**src/rtl/multichannel_oversample_filter.sv**
```systemverilog
// Time-multiplexed multichannel oversampling averager.
// Each channel sums 2**osm samples that carry its tag, then emits the
// arithmetic-shifted average. After each output it discards cycle_delay
// samples. Because at most one sample arrives per cycle, one shared
// datapath serves every channel.
module multichannel_oversample_filter #(
  parameter int unsigned W_DATA    = 18,
  parameter int unsigned W_EP      = 16,
  parameter int unsigned W_OSM     = 4,
  parameter int unsigned N_CH      = 8,
  parameter int unsigned OSM_INIT  = 0,
  parameter int unsigned CDLY_INIT = 0,
  localparam int unsigned W_CHAN   = (N_CH > 1) ? $clog2(N_CH) : 1
) (
  input  logic                     clk_in,
  input  logic                     reset_n_in,
  input  logic signed [W_DATA-1:0] data_in,
  input  logic [W_CHAN-1:0]        data_chan_in,
  input  logic                     data_valid_in,
  input  logic [N_CH-1:0]          activate_in,
  input  logic [W_OSM-1:0]         osm_in,
  input  logic [W_EP-1:0]          cycle_delay_in,
  input  logic                     round_in,
  input  logic [N_CH-1:0]          update_en_in,
  input  logic                     update_in,
  output logic signed [W_DATA-1:0] data_out,
  output logic [W_CHAN-1:0]        data_chan_out,
  output logic                     data_valid_out
);

  localparam int unsigned MaxOs = (1 << W_OSM) - 1;
  localparam int unsigned WSum  = W_DATA + MaxOs;
  localparam int unsigned WCnt  = MaxOs + 1;

  typedef enum logic [1:0] {StIdle, StDelay, StSample} state_e;

  state_e                 st_q      [N_CH];
  state_e                 st_d      [N_CH];
  logic signed [WSum-1:0] acc_q     [N_CH];
  logic signed [WSum-1:0] acc_d     [N_CH];
  logic [WCnt-1:0]        cnt_q     [N_CH];
  logic [WCnt-1:0]        cnt_d     [N_CH];
  logic [W_EP-1:0]        dcnt_q    [N_CH];
  logic [W_EP-1:0]        dcnt_d    [N_CH];
  logic [W_OSM-1:0]       osm_q     [N_CH];
  logic [W_OSM-1:0]       osm_d     [N_CH];
  logic [W_EP-1:0]        cdly_q    [N_CH];
  logic [W_EP-1:0]        cdly_d    [N_CH];
  logic                   rnd_q     [N_CH];
  logic                   rnd_d     [N_CH];
  logic [W_OSM-1:0]       osm_win_q [N_CH];
  logic [W_OSM-1:0]       osm_win_d [N_CH];
  logic                   rnd_win_q [N_CH];
  logic                   rnd_win_d [N_CH];

  logic signed [W_DATA-1:0] dout_q, dout_d;
  logic [W_CHAN-1:0]        dchan_q, dchan_d;
  logic                     dvalid_q, dvalid_d;

  // Shared datapath signals for the channel addressed this cycle
  logic                   chan_ok;
  logic [W_CHAN-1:0]      sel_idx;
  logic [W_OSM-1:0]       sel_osm;
  logic                   sel_rnd;
  logic signed [WSum-1:0] sum_c;
  logic signed [WSum-1:0] rnd_c;
  logic signed [WSum-1:0] rsum_c;
  logic signed [WSum-1:0] avg_c;
  logic [WCnt-1:0]        cnt_inc_c;
  logic                   done_c;

  // Accumulate/average arithmetic for the tagged channel
  always_comb begin
    chan_ok   = data_valid_in && ({1'b0, data_chan_in} < (W_CHAN + 1)'(N_CH));
    sel_idx   = chan_ok ? data_chan_in : '0;
    sel_osm   = osm_win_q[sel_idx];
    sel_rnd   = rnd_win_q[sel_idx];
    sum_c     = acc_q[sel_idx] + WSum'(data_in);
    rnd_c     = (sel_rnd && (sel_osm != '0)) ? (WSum'(1) << (sel_osm - W_OSM'(1))) : '0;
    rsum_c    = sum_c + rnd_c;
    avg_c     = rsum_c >>> sel_osm;
    cnt_inc_c = cnt_q[sel_idx] + WCnt'(1);
    done_c    = (cnt_inc_c == (WCnt'(1) << sel_osm));
  end

  // Per-channel next state, parameter latching and output strobe
  always_comb begin
    dout_d   = dout_q;
    dchan_d  = dchan_q;
    dvalid_d = 1'b0;
    for (int c = 0; c < N_CH; c++) begin
      logic hit;
      hit          = chan_ok && (data_chan_in == W_CHAN'(c));
      st_d[c]      = st_q[c];
      acc_d[c]     = acc_q[c];
      cnt_d[c]     = cnt_q[c];
      dcnt_d[c]    = dcnt_q[c];
      osm_d[c]     = osm_q[c];
      cdly_d[c]    = cdly_q[c];
      rnd_d[c]     = rnd_q[c];
      osm_win_d[c] = osm_win_q[c];
      rnd_win_d[c] = rnd_win_q[c];

      if (update_in && update_en_in[c]) begin
        osm_d[c]  = osm_in;
        cdly_d[c] = cycle_delay_in;
        rnd_d[c]  = round_in;
      end

      unique case (st_q[c])
        StIdle: begin
          acc_d[c]  = '0;
          cnt_d[c]  = '0;
          dcnt_d[c] = '0;
          if (activate_in[c]) begin
            st_d[c]      = StSample;
            osm_win_d[c] = osm_d[c];
            rnd_win_d[c] = rnd_d[c];
          end
        end
        StSample: begin
          if (hit) begin
            if (done_c) begin
              if (activate_in[c]) begin
                dvalid_d = 1'b1;
                dout_d   = avg_c[W_DATA-1:0];
                dchan_d  = W_CHAN'(c);
              end
              acc_d[c]  = '0;
              cnt_d[c]  = '0;
              dcnt_d[c] = '0;
              // A zero delay skips DELAY so the very next sample is accumulated
              if (cdly_q[c] == '0) begin
                osm_win_d[c] = osm_d[c];
                rnd_win_d[c] = rnd_d[c];
              end else begin
                st_d[c] = StDelay;
              end
            end else begin
              acc_d[c] = sum_c;
              cnt_d[c] = cnt_inc_c;
            end
          end
        end
        StDelay: begin
          // Delay length is read live, so a shortened delay can end early
          if (hit) begin
            if (((W_EP + 1)'(dcnt_q[c]) + (W_EP + 1)'(1)) >= (W_EP + 1)'(cdly_q[c])) begin
              st_d[c]      = StSample;
              dcnt_d[c]    = '0;
              osm_win_d[c] = osm_d[c];
              rnd_win_d[c] = rnd_d[c];
            end else begin
              dcnt_d[c] = dcnt_q[c] + W_EP'(1);
            end
          end else if (dcnt_q[c] >= cdly_q[c]) begin
            st_d[c]      = StSample;
            dcnt_d[c]    = '0;
            osm_win_d[c] = osm_d[c];
            rnd_win_d[c] = rnd_d[c];
          end
        end
        default: st_d[c] = StIdle;
      endcase

      if (!activate_in[c]) begin
        st_d[c]   = StIdle;
        acc_d[c]  = '0;
        cnt_d[c]  = '0;
        dcnt_d[c] = '0;
      end
    end
  end

  // State and output registers
  always_ff @(posedge clk_in or negedge reset_n_in) begin
    if (!reset_n_in) begin
      for (int c = 0; c < N_CH; c++) begin
        st_q[c]      <= StIdle;
        acc_q[c]     <= '0;
        cnt_q[c]     <= '0;
        dcnt_q[c]    <= '0;
        osm_q[c]     <= W_OSM'(OSM_INIT);
        cdly_q[c]    <= W_EP'(CDLY_INIT);
        rnd_q[c]     <= 1'b0;
        osm_win_q[c] <= W_OSM'(OSM_INIT);
        rnd_win_q[c] <= 1'b0;
      end
      dout_q   <= '0;
      dchan_q  <= '0;
      dvalid_q <= 1'b0;
    end else begin
      for (int c = 0; c < N_CH; c++) begin
        st_q[c]      <= st_d[c];
        acc_q[c]     <= acc_d[c];
        cnt_q[c]     <= cnt_d[c];
        dcnt_q[c]    <= dcnt_d[c];
        osm_q[c]     <= osm_d[c];
        cdly_q[c]    <= cdly_d[c];
        rnd_q[c]     <= rnd_d[c];
        osm_win_q[c] <= osm_win_d[c];
        rnd_win_q[c] <= rnd_win_d[c];
      end
      dout_q   <= dout_d;
      dchan_q  <= dchan_d;
      dvalid_q <= dvalid_d;
    end
  end

  assign data_out       = dout_q;
  assign data_chan_out  = dchan_q;
  assign data_valid_out = dvalid_q;

endmodule
```
**config.mk**
```make
export PLATFORM = sky130hd
export DESIGN_NAME = multichannel_oversample_filter
export DESIGN_NICKNAME = d
export VERILOG_FILES = /design/src/rtl/multichannel_oversample_filter.sv
export SDC_FILE = /design/constraint.sdc
export NUM_CORES = 2
export LEC_CHECK = 0
export ABC_AREA = 1
export CORE_AREA = 10 10 457 370
export CTS_BUF_LIST = sky130_fd_sc_hd__clkbuf_4 sky130_fd_sc_hd__clkbuf_8
export DETAILED_ROUTE_END_ITERATION = 10
export DIE_AREA = 0 0 467 380
export GPL_TIMING_DRIVEN = 0
export SYNTH_ARGS = -nofsm -noshare
export SYNTH_HDL_FRONTEND = slang
export SYNTH_SLANG_ARGS = --single-unit
```
**constraint.sdc**
```tcl
create_clock -name clk_in -period 12.2 [get_ports clk_in]
set_clock_uncertainty 0.1 [all_clocks]
set_input_delay 2.44 -clock clk_in [delete_from_list [all_inputs] [get_ports clk_in]]
set_output_delay 2.44 -clock clk_in [all_outputs]
set_load 0.02 [all_outputs]
```
==> Word level (Yosys, flattened, before mapping) <==
Cells that the tools add are included.
{ "word_totals": {"reg_bits": 766, "latch_bits": 0, "ram_bits": 0, "mem_bits_ro": 0, "inputBits": 62, "out_inout_bits": 22, "word_cells": 736, "memories": 0} }
{ "classes": {"n_addsub": 20, "n_mul": 0, "n_div": 0, "order_cmp": 17, "n_eq_ne": 128, "n_shift": 3, "muxes": 417, "bitwise": 1, "n_reduce_logical": 75} }
{ "op_table": {"columns": ["cell", "n"], "rows": [
  ["2-to-1 mux 16 bit", 60],
  ["2-to-1 mux 33 bit", 20],
  ["2-to-1 mux 18 bit", 32],
  ["case mux 33 bit (2 select lines)", 8],
  ["case mux 16 bit (3 select lines)", 8],
  ["2-to-1 mux 4 bit", 66],
  ["case mux 16 bit (2 select lines)", 8],
  ["adder 16 x 1 -> 16 bit, second input constant", 9],
  ["adder 16 x 1 -> 17 bit, second input constant", 8],
  [">= comparator 17 x 16 -> 1 bit", 8],
  [">= comparator 16 bit", 8],
  ["zero test 16 bit", 8],
  ["inequality test 3 bit, second input constant", 40],
  ["2-to-1 mux 2 bit", 56],
  ["binary-select mux 33 bit (select 3 bit)", 1],
  ["2-to-1 mux 3 bit", 33],
  ["2-to-1 mux 1 bit", 98],
  ["case mux 4 bit (3 select lines)", 8],
  ["inequality test 2 bit, second input constant", 32],
  ["inequality test 4 bit, second input constant", 16],
  ["AND reduction 7 bit", 8],
  ["binary-select mux 16 bit (select 3 bit)", 1],
  ["case mux 2 bit (3 select lines)", 8],
  ["AND reduction 5 bit", 8],
  ["other kinds (26)", 109]
]} }

==> Logic depth before layout (Yosys ltp) <==
{ "depth": {"ltp_word": 42, "mapped_depth": 42, "ltp_nobuf": 35} }

==> Worst setup path before layout <==
Ideal clock, no wire load.
{ "synth_path": {"kind": "in2reg", "startpoint": "in data_chan_in[0]", "endpoint": "reg dout_q[9] (netlist: data_out[9])", "setup_time_ns": 0.118, "t_arrival_ns": 7.407, "t_required_ns": 11.982, "slack_ns": 4.575, "stages": 39, "path_buffers": 7, "cell_sequence": "buf_6 -> nand2_8 -> buf_6 -> buf_6 -> buf_4 -> clkbuf_1 -> clkbuf_1 -> clkbuf_1 -> a221oi_1 -> o31ai_1 -> ha_1 -> inv_1 -> fa_1 -> inv_1 -> nand3_1 -> nand3_1 -> xor2_1 -> ha_1 -> [3 not listed] -> o21ai_0 -> nand3_1 -> nand2_1 -> nand3_1 -> nand2_1 -> nand2_1 -> nand2_1 -> nand2_1 -> nand2_1 -> nand2_1 -> nand3_1 -> nand2_1 -> nand2_1 -> nand3_1 -> nand2_1 -> nand2_1 -> nand3_1 -> nand2_1"} }
{ "synth_via": {"elab_chain_len": 42, "word_cells_on_any_way": 73, "cone_classes": "add/sub (4); eq/ne (8); shift (3); mux (46); bitwise (1); reduce/logical (11)"} }
{ "synth_lines": {"columns": ["element", "line", "text"], "rows": [
  ["start, declared", "18", "input logic [W_CHAN-1:0] data_chan_in,"],
  ["branches (longest 41 deep; another with adder 33 x 18 -> 33 bit)", null, null],
  ["2-to-1 mux 18 bit *", "110", "unique case (st_q[c])"],
  ["named net dout_d[9]", "56", "logic signed [W_DATA-1:0] dout_q, dout_d;"],
  ["end signal, assigned", "204", "dout_q <= dout_d;"],
  ["end, declared", "56", null]
]} }
Mark *: on every way through the listed nets, which the timed path passes. The select of a mux whose other input is x is not followed.
A chain may end at the register's enable or synchronous reset.

==> Worst setup path after layout <==
{ "layout_path": {"startpoint": "in data_chan_in[2]", "endpoint": "reg dout_q[11] (netlist: data_out[11])"} }
The elaborated chain is that of the path after synthesis.

==> summary.txt <==
Power
  • Sw Ratio: 39.9%
  • LEAKAGE: roughly 27 nW
  • Power share of the combinational group: about a third
  • Peak supply drop: approximately 0.096 mV
  • Int Pwr: ~4.9 mW
  • Clock power frac: between 30% and 40%
  • Psw: about 3.2 mW
  • Pwr/cell area: between 100 and 150 mW/mm²
  • Power share of the sequential group: 35.1%

Die
  • CORE AREA: 0.160 mm²
  • Die area: 0.177 mm²
  • IO Count: 84
  • Cell Rows: about 130
  • Initial Utilization: 29.7%
  • Die X: 467 µm
  • Die height: 380 µm

Timing
  • Worst Tran Pin Value: 1410 ps
  • Slew Viols, Final: 0
  • Final setup viols: 0
  • TNS Setup: 0 ps
  • Final Cycle Share: 83.6%
  • Final Hold Vio Count: 0
  • Fmax achieved: 98.1 MHz
  • Fin crit period: 10200 ps
  • RSZ-0062 raised after global routing: false
  • Slew Limit Headroom: 5.95%

Clock network
  • CTS root buf: clkbuf_8
  • Hold buffers post-CTS: 0
  • Later-pin clock latency in the skew report: 880 ps
  • Worst-path clk slew: 60 ps
  • Cts bufs inserted: 140
  • Clock Path Buffers: 3
  • CTS sink cnt: 766
  • H-tree Lvls: 4
  • Setup Buffers After CTS: 0
  • Post-cts sizing count: 0
  • CTS tree: yes

Route
  • Routed Antenna Nets: 0
  • Wire length per cell: ~19 µm
  • Vias per cell: approximately 5.2
  • Starting DRT DRC Count: 5088
  • Via count: roughly 46000
  • WL final: between 150 and 200 mm
  • DR pass1 iterations: 9
  • DRC Markers: 0

Placed design
  • Global placement routability congestion: 0.940
  • DPL Wire Length: 128 mm
  • IO Port Bufs: 79

Synthesis
  • Ys async rst share: between 90% and 100%
  • Syn Std Cell Area: about 0.048 mm²
  • Syn Nets: 6721
  • Yosys reg bits: between 700 and 800
  • Sequential share of the synthesized area: 40.2%
  • Ys Warns: 0
  • Syn_area_per_cell: 7.53 µm²
  • Post-synth top flop: dfrtp_1
  • Mapped Cells: roughly 6300
  • Post-synth EDFFs: 0
  • Synth cell types: 66

Final layout
  • Core Util, Final: 33.9%
  • Nets: between 6000 and 7000
  • Share of cells above drive strength 1: 5.84%
  • Filler instances: 17000
  • Commonest cells after routing, fill and taps aside: nand2_1 (1723), dfrtp_1 (766), inv_1 (699)
  • Most common cell after layout, fill and taps aside: nand2_1
  • Area Overhead vs Synth: 14.2%

Global route
  • Largest net degree at the start of global routing: 112
  • Antenna violations before repair: 12
  • Overall global routing resource usage: 18.4%
  • Number of global-route vias before repair: between 40000 and 50000
  • Gr ovfl total: 0
  • First-pass GRT wire length: ~260 mm

Worst hold path
  • Worst hold start: acc_q[130]
  • Min-Delay Path Class: reg -> reg

Worst setup path
  • CP max stage cell: xor2_1
  • CP Data Arrival Time: 10850 ps
  • CP endpoint kind: flop
  • Crit Path Class: in -> reg
  • Worst path max stage delay: 630 ps
  • CP startpoint: data_chan_in[2]
  • CP max FO: 10
  • Worst Path Required: 12860 ps
  • Crit path launch type: input port
  • Reg-to-reg startpoint: acc_q[172]

Run status
  • Status: completed

Run
  • # Max-Cap Violations: 0
-- power by group through the flow --
stage | logic [mW] | registers [mW] | clock network (mW)
floorplan | 1.59 | 2.85 | 0
CTS | 2.53 | 2.85 | 2.75
finish | 2.57 | 2.85 | 2.71
global route | 2.83 | 2.87 | 2.87
detailed placement | 2.52 | 2.89 | 0
global placement | 2.48 | 2.90 | 0
-- sequential cells by signal, summed over array words and instances (netlist names) --
| register | flops |
|---|---|
| acc_q | 264 |
| dcnt_q | 128 |
| data_chan_out | 3 |
| osm_win_q | 32 |
| data_valid_out | 1 |
| data_out | 18 |
| cnt_q | 128 |
| rnd_q | 8 |
| cdly_q | 128 |
| st_q | 16 |
| rnd_win_q | 8 |
| osm_q | 32 |
-- critical path: cells and delay by family --
family | cells | cell delay, ps
buffers and inverters | 9 | 2910
xor gates and xnor gates | 2 | 950
AOI/OAI and AO/OA | 5 | 1080
adders and majority gates | 3 | 1160
and+or+nand+nor | 18 | 2280
-- worst paths after layout --
path / endpoint / slack, ps / depth (start not counted)
max: data_out[11] / 2000 / 37
min: acc_q[130] / 380 / 2
max reg2reg: data_out[11] / 5870 / 28
min reg2reg: acc_q[130] / 380 / 2
max in group asynchronous: acc_q[198] / 8620 / 4
min in group asynchronous: dcnt_q[37] / 1400 / 1
-- synth_stat cells, types with 18 or more instances --
library cell | instances | share of area (%)
ha_1 | 329 | 8.6
o22ai_1 | 114 | 1.5
buf_2 | 34 | 0.36
dfrtp_1 | 766 | 40
nand3_1 | 446 | 4.7
nand2_1 | 1723 | 14
a221oi_1 | 66 | 1.2
nor4_1 | 34 | 0.45
clkbuf_1 | 182 | 1.4
o31ai_1 | 56 | 0.88
nor2_1 | 368 | 2.9
xor2_1 | 90 | 1.7
a21oi_1 | 191 | 2.0
o21ai_0 | 695 | 7.3
o21a_1 | 18 | 0.28
o21ai_1 | 60 | 0.63
inv_2 | 19 | 0.15
nand4_1 | 107 | 1.4
inv_1 | 699 | 5.5
o211ai_1 | 43 | 0.68
xnor2_1 | 22 | 0.40
nor3_1 | 62 | 0.65
-- routing by layer --
metal,share of wire [%],track usage [%],vias to the layer above
li1,-,-,21653
met1,47,27.3,21913
met2,42,27.1,1748
met3,7.9,3.32,276
met4,2.7,5.18,0
met5,0,0,-
-- stage by stage --
stage                     hold WS [ps]  worst slack [ps]  cell area (µm²)  instances  total power, mW
after floorplan                    342              4580            47700       6328             4.45
after global placement             360            -26860            51200       8551             5.38
after detailed placement           365              1420            51400       8560             5.41
after CTS                          381              2290            54400       8807             8.13
after global routing               394              1730            54400       8809             8.57
final                              379              2000            54400       8810             8.14
-- cell type report --
cell class / instances / area [µm²] / area share (%)
Antenna cell: 3 / 7.51 / 0.0138
Buffer: 248 / 1080 / 1.98
Clock buffer: 213 / 2690 / 4.94
Clock inverter: 34 / 364 / 0.669
Inverter: 725 / 2720 / 5.00
Multi-Input combinational cell: 4589 / 24700 / 45.4
Sequential cell: 766 / 19200 / 35.2
Tap cell: 2144 / 2680 / 4.93
Timing Repair Buffer: 88 / 1010 / 1.86
-- cells by family (layout without fill, tap and decap cells) --
| family | after synthesis | after routing | synth area share [%] |
|---|---|---|---|
| AOI/OAI and AO/OA | 1328 | 1328 | 16.1 |
| adders and majority gates | 331 | 331 | 8.72 |
| xor gates and xnor gates | 112 | 112 | 2.06 |
| and+or+nand+nor | 2811 | 2811 | 24.8 |
| buffers and inverters | 973 | 1308 | 7.98 |
| other | 0 | 3 | 0 |
| muxes | 7 | 7 | 0.155 |
| DFF | 766 | 766 | 40.2 |
No activity file was read; power rests on OpenSTA's default activity.
